### src/rtl/store_buffer_if.sv
// Bus bundle between the store buffer, the commit stage, the load/store arbiter
// and the load path. The buffer takes the slave side; the surrounding logic takes the master side.
interface store_buffer_if #(
   parameter int DEPTH  = 4,
   parameter int ADDR_W = 16,
   parameter int DATA_W = 16
) ();
   localparam int CNT_W = $clog2(DEPTH) + 1;

   logic              st_vld;
   logic [ADDR_W-1:0] st_addr;
   logic [DATA_W-1:0] st_data;
   logic              full;
   logic              empty;
   logic [CNT_W-1:0]  count;
   logic              str_req;
   logic              str_grnt;
   logic              done;
   logic [ADDR_W-1:0] str_addr;
   logic [DATA_W-1:0] str_data;
   logic [ADDR_W-1:0] ld_addr;
   logic              ld_hazard;
   logic              fwd_hit;
   logic [DATA_W-1:0] fwd_data;

   modport master (
      output st_vld, st_addr, st_data, str_grnt, done, ld_addr,
      input  full, empty, count, str_req, str_addr, str_data,
             ld_hazard, fwd_hit, fwd_data
   );

   modport slave (
      input  st_vld, st_addr, st_data, str_grnt, done, ld_addr,
      output full, empty, count, str_req, str_addr, str_data,
             ld_hazard, fwd_hit, fwd_data
   );
endinterface

### src/rtl/store_buffer.sv
// FIFO of committed stores drained one at a time through the arbiter, with load
// alias detection. Define STORE_BUF_FWD_EN to forward the youngest matching store's data to loads.
module store_buffer #(
   parameter int DEPTH  = 4,
   parameter int ADDR_W = 16,
   parameter int DATA_W = 16
) (
   input  logic         clk,
   input  logic         rst,
   store_buffer_if.slave bus
);
   localparam int PTR_W = $clog2(DEPTH);
   localparam int CNT_W = PTR_W + 1;

   typedef enum logic {WAIT, BUSY} drain_state_t;

   drain_state_t      state_reg;
   logic [PTR_W-1:0]  rd_ptr_reg;
   logic [PTR_W-1:0]  wr_ptr_reg;
   logic [CNT_W-1:0]  count_reg;
   logic [CNT_W-1:0]  count_next;
   logic              full_reg;
   logic              empty_reg;
   logic [DEPTH-1:0]  valid_reg;
   logic [ADDR_W-1:0] addr_mem [DEPTH];
   logic [DATA_W-1:0] data_mem [DEPTH];
   logic [DEPTH-1:0]  match;
   logic              push;
   logic              pop;

   // A pop in the same cycle never frees a slot for a push that arrives while full.
   assign push = bus.st_vld && !full_reg;
   assign pop  = (state_reg == BUSY) && bus.done;

   always_comb begin
      count_next = count_reg;
      case ({push, pop})
         2'b10:   count_next = count_reg + CNT_W'(1);
         2'b01:   count_next = count_reg - CNT_W'(1);
         default: count_next = count_reg;
      endcase
   end

   always_ff @(posedge clk) begin
      if (rst) begin
         state_reg  <= WAIT;
         rd_ptr_reg <= '0;
         wr_ptr_reg <= '0;
         count_reg  <= '0;
         full_reg   <= 1'b0;
         empty_reg  <= 1'b1;
         valid_reg  <= '0;
      end else begin
         case (state_reg)
            WAIT:    if (bus.str_grnt && !empty_reg) state_reg <= BUSY;
            BUSY:    if (bus.done) state_reg <= WAIT;
            default: state_reg <= WAIT;
         endcase
         if (push) begin
            valid_reg[wr_ptr_reg] <= 1'b1;
            wr_ptr_reg            <= wr_ptr_reg + PTR_W'(1);
         end
         if (pop) begin
            valid_reg[rd_ptr_reg] <= 1'b0;
            rd_ptr_reg            <= rd_ptr_reg + PTR_W'(1);
         end
         count_reg <= count_next;
         full_reg  <= (count_next == CNT_W'(DEPTH));
         empty_reg <= (count_next == '0);
      end
   end

   // Payload storage needs no reset; validity is tracked separately.
   always_ff @(posedge clk) begin
      if (push) begin
         addr_mem[wr_ptr_reg] <= bus.st_addr;
         data_mem[wr_ptr_reg] <= bus.st_data;
      end
   end

   generate
      for (genvar gi = 0; gi < DEPTH; gi++) begin : g_match
         assign match[gi] = valid_reg[gi] && (addr_mem[gi] == bus.ld_addr);
      end
   endgenerate

   assign bus.full      = full_reg;
   assign bus.empty     = empty_reg;
   assign bus.count     = count_reg;
   assign bus.str_req   = !empty_reg;
   assign bus.str_addr  = addr_mem[rd_ptr_reg];
   assign bus.str_data  = data_mem[rd_ptr_reg];
   assign bus.ld_hazard = |match;

`ifdef STORE_BUF_FWD_EN
   logic [DATA_W-1:0] fwd_data_next;
   logic [PTR_W-1:0]  scan_idx;

   // Scan oldest to youngest so the last hit is the store nearest wr_ptr-1.
   always_comb begin
      fwd_data_next = '0;
      scan_idx      = rd_ptr_reg;
      for (int k = 0; k < DEPTH; k++) begin
         scan_idx = rd_ptr_reg + PTR_W'(k);
         if (match[scan_idx]) fwd_data_next = data_mem[scan_idx];
      end
   end

   assign bus.fwd_hit  = |match;
   assign bus.fwd_data = fwd_data_next;
`else
   assign bus.fwd_hit  = 1'b0;
   assign bus.fwd_data = '0;
`endif
endmodule
### src/flat_wrapper.sv
// flat-port wrapper written by rule: the top's interface ports become plain ports
module store_buffer_flat 
#(
   parameter int DEPTH  = 4,
   parameter int ADDR_W = 16,
   parameter int DATA_W = 16
)
  (clk, rst, bus_st_vld, bus_st_addr, bus_st_data, bus_str_grnt, bus_done, bus_ld_addr, bus_full, bus_empty, bus_count, bus_str_req, bus_str_addr, bus_str_data, bus_ld_hazard, bus_fwd_hit, bus_fwd_data);
  store_buffer_if #(.DEPTH(DEPTH), .ADDR_W(ADDR_W), .DATA_W(DATA_W)) bus_i ();
  input  logic clk;
  input  logic rst;
  input wire logic [$bits(bus_i.st_vld)-1:0] bus_st_vld;
  input wire logic [$bits(bus_i.st_addr)-1:0] bus_st_addr;
  input wire logic [$bits(bus_i.st_data)-1:0] bus_st_data;
  input wire logic [$bits(bus_i.str_grnt)-1:0] bus_str_grnt;
  input wire logic [$bits(bus_i.done)-1:0] bus_done;
  input wire logic [$bits(bus_i.ld_addr)-1:0] bus_ld_addr;
  output wire logic [$bits(bus_i.full)-1:0] bus_full;
  output wire logic [$bits(bus_i.empty)-1:0] bus_empty;
  output wire logic [$bits(bus_i.count)-1:0] bus_count;
  output wire logic [$bits(bus_i.str_req)-1:0] bus_str_req;
  output wire logic [$bits(bus_i.str_addr)-1:0] bus_str_addr;
  output wire logic [$bits(bus_i.str_data)-1:0] bus_str_data;
  output wire logic [$bits(bus_i.ld_hazard)-1:0] bus_ld_hazard;
  output wire logic [$bits(bus_i.fwd_hit)-1:0] bus_fwd_hit;
  output wire logic [$bits(bus_i.fwd_data)-1:0] bus_fwd_data;
  assign bus_i.st_vld = bus_st_vld;
  assign bus_i.st_addr = bus_st_addr;
  assign bus_i.st_data = bus_st_data;
  assign bus_i.str_grnt = bus_str_grnt;
  assign bus_i.done = bus_done;
  assign bus_i.ld_addr = bus_ld_addr;
  assign bus_full = bus_i.full;
  assign bus_empty = bus_i.empty;
  assign bus_count = bus_i.count;
  assign bus_str_req = bus_i.str_req;
  assign bus_str_addr = bus_i.str_addr;
  assign bus_str_data = bus_i.str_data;
  assign bus_ld_hazard = bus_i.ld_hazard;
  assign bus_fwd_hit = bus_i.fwd_hit;
  assign bus_fwd_data = bus_i.fwd_data;
  store_buffer #(.DEPTH(DEPTH), .ADDR_W(ADDR_W), .DATA_W(DATA_W)) u_core (.clk(clk), .rst(rst), .bus(bus_i));
endmodule
### config.mk
export PLATFORM = sky130hd
export DESIGN_NAME = store_buffer_flat
export DESIGN_NICKNAME = d
export VERILOG_FILES = /design/src/rtl/store_buffer_if.sv /design/src/rtl/store_buffer.sv /design/src/flat_wrapper.sv
export SDC_FILE = /design/constraint.sdc
export NUM_CORES = 1
export LEC_CHECK = 0
export ABC_CLOCK_PERIOD_IN_PS = 2310
export BUFFER_PORTS_ARGS = -buffer_cell sky130_fd_sc_hd__buf_2
export CAP_MARGIN = 10
export CORE_ASPECT_RATIO = 1.25
export CORE_MARGIN = 2
export CORE_UTILIZATION = 56
export CTS_CLUSTER_SIZE = 24
export DETAILED_ROUTE_END_ITERATION = 10
export PLACE_DENSITY = 0.81
export SYNTH_ARGS = -nofsm -noshare
export SYNTH_HDL_FRONTEND = slang
export SYNTH_SLANG_ARGS = --single-unit
### constraint.sdc
create_clock -name clk -period 2.31 [get_ports clk]
set_input_delay 0.3465 -clock clk [delete_from_list [all_inputs] [get_ports clk]]
set_output_delay 0.3465 -clock clk [all_outputs]
set_load 0.02 [all_outputs]
== Word-level counts from Yosys, hierarchy flattened ==
Memories as Yosys holds them, arrays and structs flattened. A register that Yosys moved wholly into a read port is not among the register bits.
Index checks and enable logic that the tools add are counted.
W data, S select, Z words.

* Bits in registers: 14
* Memory bits (writable): 128
* Output and inout port bits: 56
* Memories kept: 2

{| class="wikitable"
|+ Memory list
! memory !! words !! width !! read ports !! clocked after Yosys merged registers in !! write ports !! RTL line !! RTL
|-
| u_core.addr_mem || 4 || 16 || 5 || 1 || 1 || store_buffer.sv:25 || <nowiki>logic [ADDR_W-1:0] addr_mem [DEPTH];</nowiki>
|-
| u_core.data_mem || 4 || 16 || 1 || 1 || 1 || store_buffer.sv:26 || <nowiki>logic [DATA_W-1:0] data_mem [DEPTH];</nowiki>
|}

* Add/sub/neg operators: 4
* Magnitude comparators: 4
* Equal/unequal tests: 7
* Multiplexer cells: 17
* Bitwise gates (word level): 4
* Reductions and logical operators: 13

{| class="wikitable"
|+ Operators with widths
! cell !! count
|-
| $eq A16 B16 Y1 || 4
|-
| $mux W4 || 3
|-
| $logic_and A1 B1 Y1 || 9
|-
| $mux W2 || 4
|-
| $lt A2 B3 Y1 const B || 2
|-
| $mux W1 || 6
|-
| $pmux W3 S2 || 1
|-
| $add A2 B1 Y2 const B || 2
|-
| $and A4 B4 Y4 || 1
|-
| $demux W1 S2 || 2
|-
| $ge A2 B1 Y1 const B || 2
|-
| $not A4 Y4 || 1
|-
| $or A4 B4 Y4 || 1
|-
| $reduce_or A4 Y1 || 1
|-
| $add A3 B1 Y3 const B || 1
|-
| $eq A3 B3 Y1 const B || 1
|-
| $logic_not A3 Y1 || 1
|-
| $sub A3 B1 Y3 const B || 1
|-
| $eq A2 B1 Y1 const B || 1
|-
| $eq A2 B2 Y1 const B || 1
|-
| $logic_not A1 Y1 || 2
|-
| $pmux W1 S2 || 1
|-
| $not A1 Y1 || 1
|}

== Depth between registers and ports, before layout ==
Gate-level depths: netlist of the first run.

* Word-level depth: 9
* Gate-level depth with buffers: 10
* Mapped depth without buffers: 9

== Worst setup path after synthesis of the first run ==
Ideal clock, no wire load.

* Kind: reg2reg
* Start: register u_core.full_reg (netlist: u_core.bus.full)
* End: memory u_core.addr_mem[0][0], enable pin
* Library setup time: 0.393 ns
* Data arrival time: 1.553 ns
* Required time: 1.917 ns
* Slack: 0.364 ns
* Stages on the path, launching flop included: 4
* Clock period less this slack: 1.946 ns
* Cells stage by stage: dfxtp_1 nor2b_1 clkbuf_1 and2_1

* Word-level cells in the longest chain between the ends: 4

{| class="wikitable"
|+ RTL lines
! element !! RTL line !! RTL
|-
| start, declared || store_buffer.sv:22 || <nowiki>logic full_reg;</nowiki>
|-
| start signal, assigned || store_buffer.sv:68 || <nowiki>full_reg <= (count_next == CNT_W'(DEPTH));</nowiki>
|-
| $logic_not A1 Y1 || store_buffer.sv:32 || <nowiki>assign push = bus.st_vld && !full_reg;</nowiki>
|-
| $logic_and A1 B1 Y1 || store_buffer.sv:32 ||
|-
| $mux W1 || store_buffer.sv:75 || <nowiki>if (push) begin</nowiki>
|-
| $mux W1 (not written as such) || store_buffer.sv:76 || <nowiki>addr_mem[wr_ptr_reg] <= bus.st_addr;</nowiki>
|-
| end, declared || store_buffer.sv:25 ||
|}

Every way passes these cells.

==> results of run 1 <==
-- synthesized netlist by cell type, types with 3 or more instances --
cell and instances:
edfxtp_1 128, nand4_1 11, clkbuf_2 3, nor4_1 8, xnor2_1 52, nor2_1 18
nand2_1 4, a211oi_1 4, a21oi_1 4, clkbuf_1 5, ha_1 9, dfxtp_1 16
buf_2 12, buf_4 17, and2_1 5, inv_1 7, xor2_1 17, mux4_2 32
-- placed cells by master (no fill, tap or decap), types with 4 or more instances in the layout --
master and count:
buf_2 90, a211oi_1 4, conb_1 17, xor2_1 14, a21oi_1 4, buf_4 14
nor4_2 5, nand4_1 11, and2_1 5, nor2_1 18, clkinv_4 4, ha_1 9
mux4_2 32, xnor2_1 52, clkbuf_16 17, edfxtp_1 128, inv_1 7, dfxtp_1 15
nand2_1 4
-- where the power goes --
group	switching, mW	leakage (nW)	internal, mW
Sequential	0.0664	1.31	2.98
Clock	1.11	0.276	1.51
Combinational	0.410	1.04	0.280
Total	1.59	2.62	4.78
-- logic make-up (layout without fill, tap and decap cells) --
| group | Yosys count | count (layout) | share of synthesized area |
|---|---|---|---|
| XOR/XNOR | 69 | 69 | 0.0970 |
| AO/OA/AOI/OAI | 8 | 8 | 0.00804 |
| buffers and inverters | 46 | 145 | 0.0410 |
| flip-flops | 144 | 144 | 0.669 |
| multiplexers | 34 | 34 | 0.119 |
| other | 1 | 19 | 0.000602 |
| adder cells (fa/ha/maj) | 10 | 10 | 0.0213 |
| AND/OR/NAND/NOR | 52 | 52 | 0.0446 |
-- metrics by stage --
stage                     cells  hold WS, ps  utilization  TNS, ps  setup slack [ps]
after floorplan             380          445            -        0               364
after global placement      580          499        0.619        0               328
after detailed placement    580          495        0.619        0               273
after CTS                   614          123        0.675    -35.5             -35.5
after global routing        614          122        0.679     -156              -156
final                       616          135        0.679    -90.9             -90.9
-- timing repair --
action	4_1_cts	5_1_grt
hold endpoints to repair	0	0
setup buffers	2	0
setup endpoints to repair	1	1
gates resized for setup	5	6
pin swaps	5	10
-- critical path, stage by stage (launching register included) --
cell	delay, ps
edfxtp_1	420
xor2_1	180
nor4_1	340
nand4_1	190
nor4_2	220
or4_4	190
buf_6	110
-- worst max-delay path by stage --
stage                                        to  slack, ps  cells past startpoint
final                             bus_ld_hazard        -90                      6
after global routing              bus_ld_hazard       -160                      6
after CTS                         bus_ld_hazard        -40                      6
after detailed placement       u_core.bus.empty        270                      9
after global placement            bus_ld_hazard        330                      7
after floorplan           u_core.addr_mem[0][0]        360                      3
-- routing by layer --
metal,part of all wire,up-vias,routed length [um]
met3,0.062,19,769
met4,0.022,0,269
met2,0.55,136,6790
li1,-,1539,-
met5,0,-,0
met1,0.37,1719,4530
-- area by class of cell --
class,instances,area (um2),area share
Multi-Input combinational cell,190,1930,0.258
Antenna cell,2,5.00,0.000671
Tap cell,135,169,0.0227
Sequential cell,144,4170,0.559
Timing Repair Buffer,106,587,0.0787
Clock buffer,17,425,0.0570
Clock inverter,15,153,0.0205
Inverter,7,26.3,0.00352
==> key figures, run 1 <==
Setup path
  • Worst r2r src: u_core.state_reg
  • Startpoint types: flop
  • Worst R2R Setup Slack: 390 ps
  • R2r endpoint: u_core.bus.empty
  • Critical Path Sink Type: output pin
  • Arrival time at the worst endpoint: 2050 ps
  • CP startpoint: u_core.addr_mem[2][6]
  • Worst EP required: 1960 ps
  • Crit path kind: reg2out
  • R2R cell count: 8
  • Peak fanout along the critical path: 2

Die
  • Initial Util: 0.567
  • Die ar.: 0.0120 mm2
  • Rows: 43
  • Core Region: 0.0110 mm2
  • Die height: 122 um
  • Io pins: 109
  • Die Width: approximately 98 um

Drt
  • DRT antenna net count: 0
  • Initial DRC count: 179
  • Drt total wl: 12,400 um
  • DRC: 0
  • Via density: 5.54
  • Pre-antenna DRT Iters: 4
  • Vias: 3,413
  • WL/cell: ~20 um

Global routing
  • Total gr overflow: 0
  • Tot GR Track Use: 0.213
  • M2 GR Usage: 0.377
  • GR Util met3: 0.0757
  • Global-route met1 utilization: 0.238
  • Global-route wire length before repair: about 19,000 um
  • Maximum number of pins on one net before global-route repair: 33
  • Initial antenna violation count: 1
  • Vias in the first global route: 3,544
  • GRT Max-Usage Layer: met2

Synth
  • Register area share after synthesis: 0.669
  • Gate Count Post-Synth: 364
  • Post-synthesis cell area: 0.00623 mm2
  • Synth Area per Inst: 17.1 um2
  • Main synth FF type: edfxtp_1
  • Post-synth cell types: 27
  • Synthesis Warnings: 0
  • #FFs+latches synth: approximately 140
  • Top cells by area, synth: edfxtp_1, mux4_2, xnor2_1
  • Async SR Flop Fraction: 0
  • Yosys top cell area share: 0.617
  • Cell taking the most area after synthesis: edfxtp_1
  • Post-synth EDFFs: 128

Clocking
  • Clock slew at reported path FFs: 60 ps
  • Clock root buffer: clkbuf_16
  • Worst skew pair latency: 420 ps
  • CTS tree: built
  • CTS Hold Bufs: 0
  • Htree depth: 4
  • Clock buffer depth: 2
  • TritonCTS buffer count: 17
  • Sink Count: 144

Placement
  • Port-buffer cells: a little over 90
  • Placed Area: 0.00680 mm2
  • Global placer's final weighted congestion: 0.941
  • HPWL Detailed: 8270 um

Pwr
  • Tot Pwr: 6.36 mW
  • P_leak: between 2 and 3 nW
  • Peak supply drop: 0.712 mV
  • Pwr per Cell Area: roughly 850 mW/mm2

STA
  • Slew Limit Fails: 0
  • Final Critical Period: approximately 2400 ps
  • Final worst setup slack: -90.9 ps
  • Setup Skew: 9.99 ps
  • Final Cycle Share: 1.04
  • RSZ-0062 raised after global routing: true
  • # setup viols final: 1
  • Final-report hold violation count: 0
  • F_max: 417 MHz

Cells and area
  • Nets: around 530
  • Layout fillers: 750
  • Area delta synth->final: 19.7%
  • Share of layout cells above drive strength 1: 0.378
  • Final instance area: 0.00746 mm2

Flow run
  • MaxCap Viol Count: 0

Hold path
  • Hold path start: bus_st_data[14]
  • Path category of the worst min-delay check: in2reg
  • Worst hold endpoint: u_core.data_mem[3][14]
  • Worst hold path depth: 1

Run status
  • Status: finished with violations
  • Failing checks: negative setup slack
Power figures use the tool's default switching activity.
==> run 2: changes to the inputs <==
--- a/config.mk
+++ b/config.mk
@@ -10,10 +10,10 @@
 export CAP_MARGIN = 10
 export CORE_ASPECT_RATIO = 1.25
 export CORE_MARGIN = 2
-export CORE_UTILIZATION = 56
+export CORE_UTILIZATION = 30
 export CTS_CLUSTER_SIZE = 24
 export DETAILED_ROUTE_END_ITERATION = 10
-export PLACE_DENSITY = 0.81
+export PLACE_DENSITY = 0.49
 export SYNTH_ARGS = -nofsm -noshare
 export SYNTH_HDL_FRONTEND = slang
 export SYNTH_SLANG_ARGS = --single-unit
==> key figures, run 2 (same netlist as run 1, synthesis figures left out) <==
Run status
  • Status: complete, no violations

Setup path
  • Startpoint types: flop
  • Crit path kind: reg2out
  • Peak fanout along the critical path: 2 (unchanged)
  • Arrival time at the worst endpoint: 1960 ps (-90 ps)
  • Critical Path Sink Type: output pin
  • Worst EP required: 1960 ps (about the same)

Pwr
  • Tot Pwr: 6.28 mW (-1.4%)
  • Pwr per Cell Area: 826 mW/mm2 (-3.3%)
  • Peak supply drop: 0.524 mV (-26%)
  • Pint: 4.67 mW (-2.2%)
  • Sw power: 1.61 mW (+1.2%)
  • Power share of the combinational group: 0.113 (+0.005)
  • Clk network pwr share: 0.402 (-0.010)
  • P_leak: 2.61 nW (-0.22%)
  • Seq pwr share: 0.485 (+0.006)
  • Sw frac: 0.256 (+0.00648)

Drt
  • Drt total wl: 13,900 um (+12%)
  • Initial DRC count: 173 (-3.4%)
  • Pre-antenna DRT Iters: 5 (+1)
  • DRC: 0 (unchanged)
  • WL/cell: 18.5 um (-7.7%)
  • Vias: 3,324 (-2.6%)
  • Via density: 4.44 (-20%)
  • DRT antenna net count: 0 (unchanged)

Clocking
  • Clock slew at reported path FFs: 60 ps (about the same)
  • Sink Count: 144 (unchanged)
  • Setup Buffers After CTS: 0 (-2)
  • Worst skew pair latency: 410 ps (about the same)
  • CTS tree: built
  • TritonCTS buffer count: 17 (unchanged)
  • Htree depth: 4 (unchanged)
  • Clock buffer depth: 2 (unchanged)
  • Clock root buffer: clkbuf_16

Global routing
  • Tot GR Track Use: 0.132 (-0.0807)
  • GRT Max-Usage Layer: met2
  • Vias in the first global route: 3,593 (+1.4%)
  • M2 GR Usage: 0.227 (-0.150)
  • Initial antenna violation count: 4 (+3)
  • Global-route met1 utilization: 0.154 (-0.0839)
  • Maximum number of pins on one net before global-route repair: 33 (unchanged)
  • Total gr overflow: 0 (unchanged)
  • GR Util met3: 0.0427 (-0.0330)
  • Global-route wire length before repair: 20,900 um (+13%)

Die
  • Die height: 165 um (+35%)
  • Core Region: 0.0202 mm2 (+84%)
  • Initial Util: 0.308 (-0.260)
  • Io pins: 109 (unchanged)
  • Die ar.: 0.0219 mm2 (+83%)
  • Rows: 58 (+35%)
  • Die Width: 133 um (+35%)

Cells and area
  • Area delta synth->final: 22.1%
  • Multi-input logic area: 0.00193 mm2 (+0.13%)
  • Share of layout cells above drive strength 1: 0.371 (-0.00680)
  • Commonest non-fill, non-tap cell in the layout: edfxtp_1
  • Nets: 527 (-0.38%)
  • Reg area: 0.00417 mm2 (unchanged)
  • Commonest cells after routing, fill and taps aside: edfxtp_1, buf_2, xnor2_1
  • Final instance area: 0.00760 mm2 (+1.9%)
  • Layout fillers: 1,906 (+150%)

STA
  • RSZ-0062 raised after global routing: true
  • F_max: 434 MHz (+4.3%)
  • # setup viols final: 0 (-1)
  • Final-report hold violation count: 0 (unchanged)
  • Fin Hold WS: 140 ps (+5.06 ps)
  • Total Neg Setup Slack: 0 ps (+90.9 ps)
  • Setup Skew: 5.89 ps (-4.09 ps)
  • Final Critical Period: 2300 ps (-99.3 ps)
  • Slew Limit Fails: 0 (unchanged)
  • Final Cycle Share: 0.996 (-0.0430)

Placement
  • Placed Area: 0.00698 mm2 (+2.7%)
  • Port-buffer cells: 91 (unchanged)
  • Global placer's final weighted congestion: 0.777 (-17%)
  • HPWL Detailed: 9780 um (+18%)

Flow run
  • MaxCap Viol Count: 0 (unchanged)

Hold path
  • Path category of the worst min-delay check: in2reg
[run 2: changes by cell type in the layout (fill, tap and decap cells not counted), sizes merged]
cell	change
buf	-2
clkinvlp	-2
clkinv	+2
inv	+1
bufinv	-1
[run 2: metrics by stage]
stage	util	setup WS [ps]	cells
2_1_floorplan	-	364	380
6_report	0.375	8.38	749
3_3_place_gp	0.345	227	715
3_5_place_dp	0.345	204	715
4_1_cts	0.373	-66.7	747
5_1_grt	0.375	-85.0	748
[run 2: repair_timing]
| action | CTS | global route |
|---|---|---|
| pin swaps | 11 | 6 |
| endpoints found under the setup margin | 1 | 1 |
| hold buffers | 0 | 0 |
| gates resized for setup | 4 | 7 |
[run 2: power groups by stage]
stage	Combinational, mW	Sequential [mW]	Clock, mW
final	0.708	3.05	2.52
after global routing	0.773	3.06	2.69
after CTS	0.724	3.05	2.59
after detailed placement	0.718	3.10	0
after global placement	0.712	3.09	0
after floorplan	0.458	3.10	0
[run 2: routing by layer]
| layer | up-vias | part of all wire |
|---|---|---|
| met5 | - | 0.0015 |
| li1 | 1540 | - |
| met2 | 90 | 0.51 |
| met1 | 1669 | 0.41 |
| met3 | 21 | 0.055 |
| met4 | 4 | 0.020 |
[run 2: path summary, 6_finish.rpt]
path,depth (start not counted),slack (ps),end,startpoint
worst min-delay path,1,140,u_core.data_mem[0][1],bus_st_data[1]
worst max register to register,9,420,u_core.bus.empty,u_core.bus.full
worst min register to register,2,510,u_core.valid_reg[2],u_core.valid_reg[2]
worst max-delay path,6,8,bus_ld_hazard,u_core.addr_mem[2][6]
[run 2: worst max-delay path, cell delays in order, from the launching register on]
cell	delay (ps)
edfxtp_1	420
xor2_1	180
nor4_1	310
nand4_1	140
nor4_1	190
or4_4	190
buf_6	110
[run 2: layout make-up]
cell class / instances / share of cell area
sequential: 144 / 0.548
multi-input combinational: 190 / 0.254
timing repair buffer: 104 / 0.0769
clock buffer: 17 / 0.0560
tap: 270 / 0.0444
clock inverter: 15 / 0.0170
inverter: 7 / 0.00346
antenna: 2 / 0.000658
